### src/rtl/rr_mux_pkg.sv
// Shared constants and helpers for the round-robin N:1 registered mux.
package rr_mux_pkg;

    localparam int ARB_RR   = 0;
    localparam int ARB_PRIO = 1;

    // Channel index width, never narrower than one bit.
    function automatic int clog2_min1(input int n);
        return (n <= 2) ? 1 : $clog2(n);
    endfunction

endpackage

### src/rtl/rr_arbiter.sv
// Round-robin / fixed-priority arbiter producing a one-hot grant and its index.
module rr_arbiter
    import rr_mux_pkg::*;
#(
    parameter int N_CH     = 4,
    parameter int ARB_MODE = ARB_RR,
    parameter int CH_W     = clog2_min1(N_CH)
) (
    input  logic            clk,
    input  logic            rst_n,
    input  logic [N_CH-1:0] req,
    input  logic            advance,
    output logic [N_CH-1:0] gnt,
    output logic [CH_W-1:0] gnt_idx
);

    logic [CH_W-1:0] ptr_q, ptr_d;
    logic [CH_W-1:0] start;

    always_comb begin : arb_search
        int  idx;
        logic found;
        idx     = 0;
        found   = 1'b0;
        gnt     = '0;
        gnt_idx = '0;
        start   = (ARB_MODE == ARB_PRIO) ? '0 : ptr_q;
        // Scan upward from the start index, wrapping past the top channel.
        for (int off = 0; off < N_CH; off++) begin
            idx = int'(start) + off;
            if (idx >= N_CH) idx = idx - N_CH;
            if (!found && req[idx]) begin
                found        = 1'b1;
                gnt[idx]     = 1'b1;
                gnt_idx      = CH_W'(idx);
            end
        end
    end

    always_comb begin
        ptr_d = ptr_q;
        if (ARB_MODE == ARB_RR && advance) begin
            ptr_d = (gnt_idx == CH_W'(N_CH - 1)) ? '0 : gnt_idx + CH_W'(1);
        end
    end

    always_ff @(posedge clk) begin
        if (!rst_n) ptr_q <= '0;
        else        ptr_q <= ptr_d;
    end

endmodule

### src/rtl/rr_mux_nx1.sv
// N:1 channel mux with internal arbitration and a single registered output slot.
module rr_mux_nx1
    import rr_mux_pkg::*;
#(
    parameter int N_CH     = 4,
    parameter int WIDTH    = 8,
    parameter int ARB_MODE = ARB_RR,
    parameter int CH_W     = clog2_min1(N_CH)
) (
    input  logic                  clk,
    input  logic                  rst_n,
    input  logic [N_CH-1:0]       in_valid,
    input  logic [N_CH*WIDTH-1:0] in_data,
    output logic [N_CH-1:0]       in_ready,
    output logic                  out_valid,
    output logic [WIDTH-1:0]      out_data,
    output logic [CH_W-1:0]       out_ch,
    input  logic                  out_ready
);

    logic             out_valid_q, out_valid_d;
    logic [WIDTH-1:0] out_data_q,  out_data_d;
    logic [CH_W-1:0]  out_ch_q,    out_ch_d;

    logic             slot_free;
    logic             xfer;
    logic [N_CH-1:0]  req;
    logic [N_CH-1:0]  gnt;
    logic [CH_W-1:0]  gnt_idx;
    logic [WIDTH-1:0] sel_data;

    assign slot_free = !out_valid_q || out_ready;
    assign req       = in_valid & {N_CH{slot_free}};
    assign in_ready  = rst_n ? gnt : '0;
    assign xfer      = |in_ready;

    rr_arbiter #(
        .N_CH     (N_CH),
        .ARB_MODE (ARB_MODE),
        .CH_W     (CH_W)
    ) u_arb (
        .clk     (clk),
        .rst_n   (rst_n),
        .req     (req),
        .advance (xfer),
        .gnt     (gnt),
        .gnt_idx (gnt_idx)
    );

    always_comb begin
        sel_data = '0;
        for (int i = 0; i < N_CH; i++) begin
            if (gnt[i]) sel_data = in_data[i*WIDTH +: WIDTH];
        end
    end

    // A new winner reloads the slot even while it drains, so there is no bubble.
    always_comb begin
        out_valid_d = out_valid_q;
        out_data_d  = out_data_q;
        out_ch_d    = out_ch_q;
        if (xfer) begin
            out_valid_d = 1'b1;
            out_data_d  = sel_data;
            out_ch_d    = gnt_idx;
        end else if (out_ready) begin
            out_valid_d = 1'b0;
        end
    end

    always_ff @(posedge clk) begin
        if (!rst_n) begin
            out_valid_q <= 1'b0;
            out_data_q  <= '0;
            out_ch_q    <= '0;
        end else begin
            out_valid_q <= out_valid_d;
            out_data_q  <= out_data_d;
            out_ch_q    <= out_ch_d;
        end
    end

    assign out_valid = out_valid_q;
    assign out_data  = out_data_q;
    assign out_ch    = out_ch_q;

endmodule
### config.mk
export PLATFORM = sky130hd
export DESIGN_NAME = rr_mux_nx1
export DESIGN_NICKNAME = d
export VERILOG_FILES = /design/src/rtl/rr_mux_pkg.sv /design/src/rtl/rr_arbiter.sv /design/src/rtl/rr_mux_nx1.sv
export SDC_FILE = /design/constraint.sdc
export NUM_CORES = 1
export LEC_CHECK = 0
export CORE_UTILIZATION = 30
export DETAILED_ROUTE_END_ITERATION = 10
export PLACE_DENSITY_LB_ADDON = 0.08
export SLEW_MARGIN = 20
export SYNTH_ARGS = -nofsm -noshare
export SYNTH_HDL_FRONTEND = slang
export SYNTH_HIERARCHICAL = 1
export SYNTH_SLANG_ARGS = --single-unit
### constraint.sdc
create_clock -name clk -period 3.3 [get_ports clk]
set_input_delay 0.495 -clock clk [delete_from_list [all_inputs] [get_ports clk]]
set_output_delay 0.495 -clock clk [all_outputs]
set_load 0.005 [all_outputs]
==> reports/results.ini, run 1 <==
[placed_design]
port_buffers = 53
gp_congestion = 0.8742
dp_hpwl_mm = 2.779

[sta]
rsz0062_at_grt = yes
hold_ws_ns = 0.5199
maxSlewHeadroom_pct = 62.56
slew_violations = 0
clock.fmax_mhz = 308.0
finalSetupViolCount = 0
setup_tns_ns = 0
period_needed_ns = 3.246
finalClockSkew_ns = 0.001982
finalCritPeriodShare_pct = 98.37
tightestPinTransition_ns = 0.5598
hold_violations = 0

[pwr]
power_switching_w = 0.0006397
pwr-share-comb_pct = 75.6
ir_drop_v = 0.0002480
swShare_pct = 40.55
power.total_w = 0.001578
intPower_w = 0.0009378
p_per_area_nw_per_um2 = 768.3
pwr-share-clk_pct = 9.4
leakage_nw = 0.8242
p_seq_share_pct = 15.0

[floorplan]
die_w_um = 65.97
initial_core_util_pct = 32.31
rows = 22
chipHeight_um = 65.97
die_area_um2 = 4351
io_pins = 54
core_area_um2 = 3799

[yosys]
synth_top_area_cell = dfxtp_1
ys_seq_area_share_pct = 21.20
async_flop_share_pct = 0
yosys_warnings = 6
syn-cell-area_um2 = 1227
syn_area_per_cell_um2 = 8.407
syn_inst = 146
syn_nets = 194
ys_ff_latch = 13
synth-edff-count = 0
synth_most_common_cell = o21ai_0
synth_area_leaders = dfxtp_1 21%, ha_1 9.2%, mux4_2 7.3%
synth_flop_cell = dfxtp_1
yosysUniqueCellTypes = 31
synthTopCellsByCount = 14 x o21ai_0, 13 x dfxtp_1, 12 x inv_1
synth_top_area_share_pct = 21.20

[route]
vias = 1424
dr.pass1.iters = 4
viasPerCell = 5.333
drc = 0
drtIter0Drc = 92
ant_nets = 0
wl_per_cell_um = 14.41
wl_mm = 3.847

[setup_path]
path_max_fanout = 10
cpMostUsedCell = buf_4
cp_slowest_cell = mux4_2
cp-start-kind = input port
cp.required_ns = 3.44
critPathTopFamily = compound AO/OA/AOI/OAI gates
critPathLaunch = in_valid[2]
reg2reg_from = u_arb/ptr_q[1]
rr_worst_depth = 14
worstSetupPathType = input port to register
endpoint = u_arb/ptr_q[0]
crit_buf_inv = 4
critPathCaptureType = register
cpPeakStageDelay_ns = 0.51
arrival_ns = 3.39
crit_chain = clkdlybuf4s50_1 -> and2_4 -> mux4_2 -> buf_4 -> a22oi_2 -> o21ai_2 -> buf_4 -> buf_4 -> o41a_1 -> nor3b_4 -> a2bb2oi_1 -> o21ai_1 -> o21a_1
path_depth = 13
reg2reg_to = u_arb/ptr_q[0]
regToRegSetupSlack_ns = 0.21

[job]
maxCapViolCount = 0

[cells_and_area]
nets = 268
area_growth_pct = 67.28
antennaDiodeCount = 0
drive_gt1_share_pct = 23.29
fillers = 369

[cts]
cts_hold_buf = 0
clock_latency_ns = 0.24
clkSinkCount = 13
cts_root_buf = clkbuf_8
cts_htree_levels = 1
cts_tree = yes
cts_buffer_depth = 2
clk_pin_slew_ns = 0.06
cts_buffers = 3

[global_route]
antenna_found_initial = 0
overflow = 0
grt_pass1_wl_mm = 6.168
grt_max_degree = 19
grtUsageTotal_pct = 18.44
first_global_vias = 1443

[hold_path]
hold_class = register to register
hp-start = out_ch[1]

[outcome]
status = completed

-- layer usage --
metal	wire length (µm)	GRT usage, %	part of all wire (%)
met5	0	0	0
met4	57	6.117	1.5
met3	251	3.621	6.5
met2	2053	35.84	53
met1	1484	19.38	39
-- area by class of cell --
type,instances,area [µm²],area share [%]
Sequential cell,13,260.3,12.68
Timing Repair Buffer,80,726.9,35.41
Multi-Input combinational cell,110,915.9,44.61
Inverter,12,45.04,2.194
Clock buffer,4,45.04,2.194
Tap cell,48,60.06,2.925
-- how the worst min path moves through the flow --
stage | cells past startpoint | slack [ns] | endpoint
after floorplan | 2 | 0.51 | out_ch[1]
final | 2 | 0.52 | out_ch[1]
after global routing | 2 | 0.55 | out_ch[0]
after detailed placement | 2 | 0.51 | out_ch[1]
after CTS | 2 | 0.53 | out_ch[1]
after global placement | 2 | 0.50 | out_ch[0]
-- per-stage QoR --
stage	area (µm²)	util [%]	std cells	worst slack [ns]
floorplan	1237	-	146	0.003711
global placement	1871	49.24	253	-0.4514
detailed placement	1871	49.24	253	-0.5241
CTS	2053	54.05	269	0.02873
global route	2053	54.05	267	-0.04507
finish	2053	54.05	267	0.05372
-- cell usage in the layout, fill, tap and decap left out, drive strengths merged, types with 4 or more instances in the layout --
cell and n:
dfxtp 13, nand2 8, clkdlybuf4s50 47, o21ai 14
a221o 8, clkbuf 5, ha 9, nand3b 8
inv 12, mux4 4, and2 8, a21oi 10
a31oi 8, nor2b 5, a22oi 8, buf 28
-- power groups by stage --
stage / clock network (W) / logic, W / registers, W
floorplan: 0 / 0.000671 / 0.000249
global placement: 0 / 0.00102 / 0.000237
detailed placement: 0 / 0.00104 / 0.000236
CTS: 0.000152 / 0.00118 / 0.000238
global route: 0.000161 / 0.00130 / 0.000243
finish: 0.000148 / 0.00119 / 0.000237
-- what timing repair did --
item                                    4_1_cts  5_1_grt
endpoints found under the setup margin       12       11
setup buffers                                14        0
pin swaps                                    12        6
gates resized for setup                      26        6
-- cells by family (layout without fill, tap and decap cells) --
kind of cell | Yosys count | after routing | synth area share, %
adder cells (fa/ha/maj) | 9 | 9 | 9.174
AO/OA/AOI/OAI | 54 | 54 | 29.46
multiplexers | 7 | 7 | 9.786
AND/OR/NAND/NOR | 40 | 40 | 20.59
flip-flops | 13 | 13 | 21.20
buffers and inverters | 23 | 96 | 9.785
-- worst register-to-register path, delay by kind of cell, from the launching register on --
kind            cells  cell delay (ns)
compound gates      6             1.05
mux                 1             0.36
fa+ha+maj           1             0.39
flops               1             0.33
buf+inv             4             0.51
simple gates        2             0.34
-- registers in the layout (all words and copies together), names as in the netlist --
name         count
out_data         8
out_ch           2
u_arb/ptr_q      2
out_valid        1
(Power assumes the default switching activity.)
==> inputs of run 2 (changes only) <==
RECOVER_POWER = 25   (was unset)
==> reports/results.ini, run 2 (synthesized netlist as in run 1, its figures left out) <==
[pwr]
p_seq_share_pct = 15.0
power.total_w = 0.001566
p_per_area_nw_per_um2 = 762.8
swShare_pct = 40.68
leakage_nw = 0.8403
ir_drop_v = 0.0002476
power_switching_w = 0.0006372
pwr-share-clk_pct = 9.4
intPower_w = 0.0009290
pwr-share-comb_pct = 75.6

[setup_path]
arrival_ns = 3.39
critPathCaptureType = register
path_max_fanout = 10
worstSetupPathType = input port to register
cp.required_ns = 3.44
regToRegSetupSlack_ns = 0.21
cp-start-kind = input port

[sta]
hold_violations = 0
maxSlewHeadroom_pct = 62.63
finalCritPeriodShare_pct = 98.38
clock.fmax_mhz = 308.0
rsz0062_at_grt = yes
finalSetupViolCount = 0
finalClockSkew_ns = 0.002247
tightestPinTransition_ns = 0.5588
period_needed_ns = 3.247
slew_violations = 0

[route]
dr.pass1.iters = 4
wl_per_cell_um = 14.39
wl_mm = 3.843
vias = 1422
drc = 0
ant_nets = 0
drtIter0Drc = 94
viasPerCell = 5.326

[global_route]
grt_max_degree = 19
overflow = 0
first_global_vias = 1443
grt_pass1_wl_mm = 6.168
antenna_found_initial = 0
grtUsageTotal_pct = 18.44

[cts]
cts_root_buf = clkbuf_8
clkSinkCount = 13
cts_hold_buf = 0
cts_buffers = 3
cts_buffer_depth = 2
cts_tree = yes
clk_pin_slew_ns = 0.06
cts_htree_levels = 1
clock_latency_ns = 0.24

[cells_and_area]
seqCellArea_um2 = 260.3
antennaDiodeCount = 0
largest_reg_flops = 8
area_growth_pct = 67.28
nets = 268
multi_input_area_um2 = 915.9
stdcell_count = 267
layout_common_cells = 41 x clkdlybuf4s50_1, 25 x buf_4, 13 x dfxtp_1, 12 x inv_1, 10 x a21oi_1
fin_area_um2 = 2053
drive_gt1_share_pct = 23.29
fillers = 369
final_common_cell = clkdlybuf4s50_1

[floorplan]
die_w_um = 65.97
io_pins = 54
initial_core_util_pct = 32.31
die_area_um2 = 4351
rows = 22
core_area_um2 = 3799
chipHeight_um = 65.97

[placed_design]
dpl.cell_count = 253
gp_congestion = 0.8742
dpl-instance-area_um2 = 1871
port_buffers = 53
dp_hpwl_mm = 2.779

[outcome]
status = completed

[hold_path]
hold_class = register to register

[job]
maxCapViolCount = 0

[run 2: cell types whose count changed in the layout (fill, tap and decap cells not counted)]
cell / delta
dlygate4sd3_1: +6
clkdlybuf4s50_1: -6
[run 2: path summary, 6_finish.rpt]
kind,to,start,cells past startpoint
setup / recovery,u_arb/ptr_q[0],in_valid[2],13
hold / removal,out_ch[1],out_ch[1],2
setup reg to reg,u_arb/ptr_q[0],u_arb/ptr_q[1],14
hold reg to reg,out_ch[1],out_ch[1],2
[run 2: area by class of cell]
cell class | count | share of cell area, %
inverters | 12 | 2.194
multi-input cells | 110 | 44.61
clock buffers | 4 | 2.194
flip-flops and latches | 13 | 12.68
repair buffers | 80 | 35.41
well taps | 48 | 2.925
[run 2: critical path: stages]
cell and delay, ns:
clkdlybuf4s50_1 0.40, and2_4 0.18, mux4_2 0.51, buf_4 0.20
a22oi_2 0.20, o21ai_2 0.09, buf_4 0.14, buf_4 0.13
o41a_1 0.47, nor3b_4 0.18, a2bb2oi_1 0.12, o21ai_1 0.08
o21a_1 0.18
[run 2: power by group through the flow]
stage          sequential, W  combinational, W  clock [W]
2_1_floorplan       0.000249          0.000671          0
3_3_place_gp        0.000237           0.00102          0
3_5_place_dp        0.000236           0.00104          0
4_1_cts             0.000238           0.00118   0.000152
5_1_grt             0.000242           0.00129   0.000161
6_report            0.000236           0.00118   0.000147
[run 2: stage by stage]
step                      util, %  setup TNS [ns]  hold slack (ns)  setup WS [ns]
after floorplan                 -               0           0.5073       0.003711
after global placement      49.24          -3.630           0.5038        -0.4514
after detailed placement    49.24          -5.132           0.5069        -0.5241
after CTS                   54.05               0           0.5266        0.02873
after global routing        54.05        -0.04507           0.5466       -0.04507
final                       54.05               0           0.5136        0.05338
[run 2: layer usage]
| metal | part of all wire (%) | track usage [%] | vias to the layer above |
|---|---|---|---|
| met5 | 0 | 0 | - |
| met4 | 1.6 | 6.117 | 0 |
| met3 | 6.2 | 3.621 | 10 |
| met2 | 53 | 35.84 | 50 |
| met1 | 39 | 19.38 | 672 |
| li1 | - | - | 690 |
[run 2: timing repair]
item	CTS	global route
cloned	0	0
resized for setup	26	6
hold endpoints to repair	0	0
pin swaps	12	6
buffers inserted	14	0
setup endpoints to repair	12	11
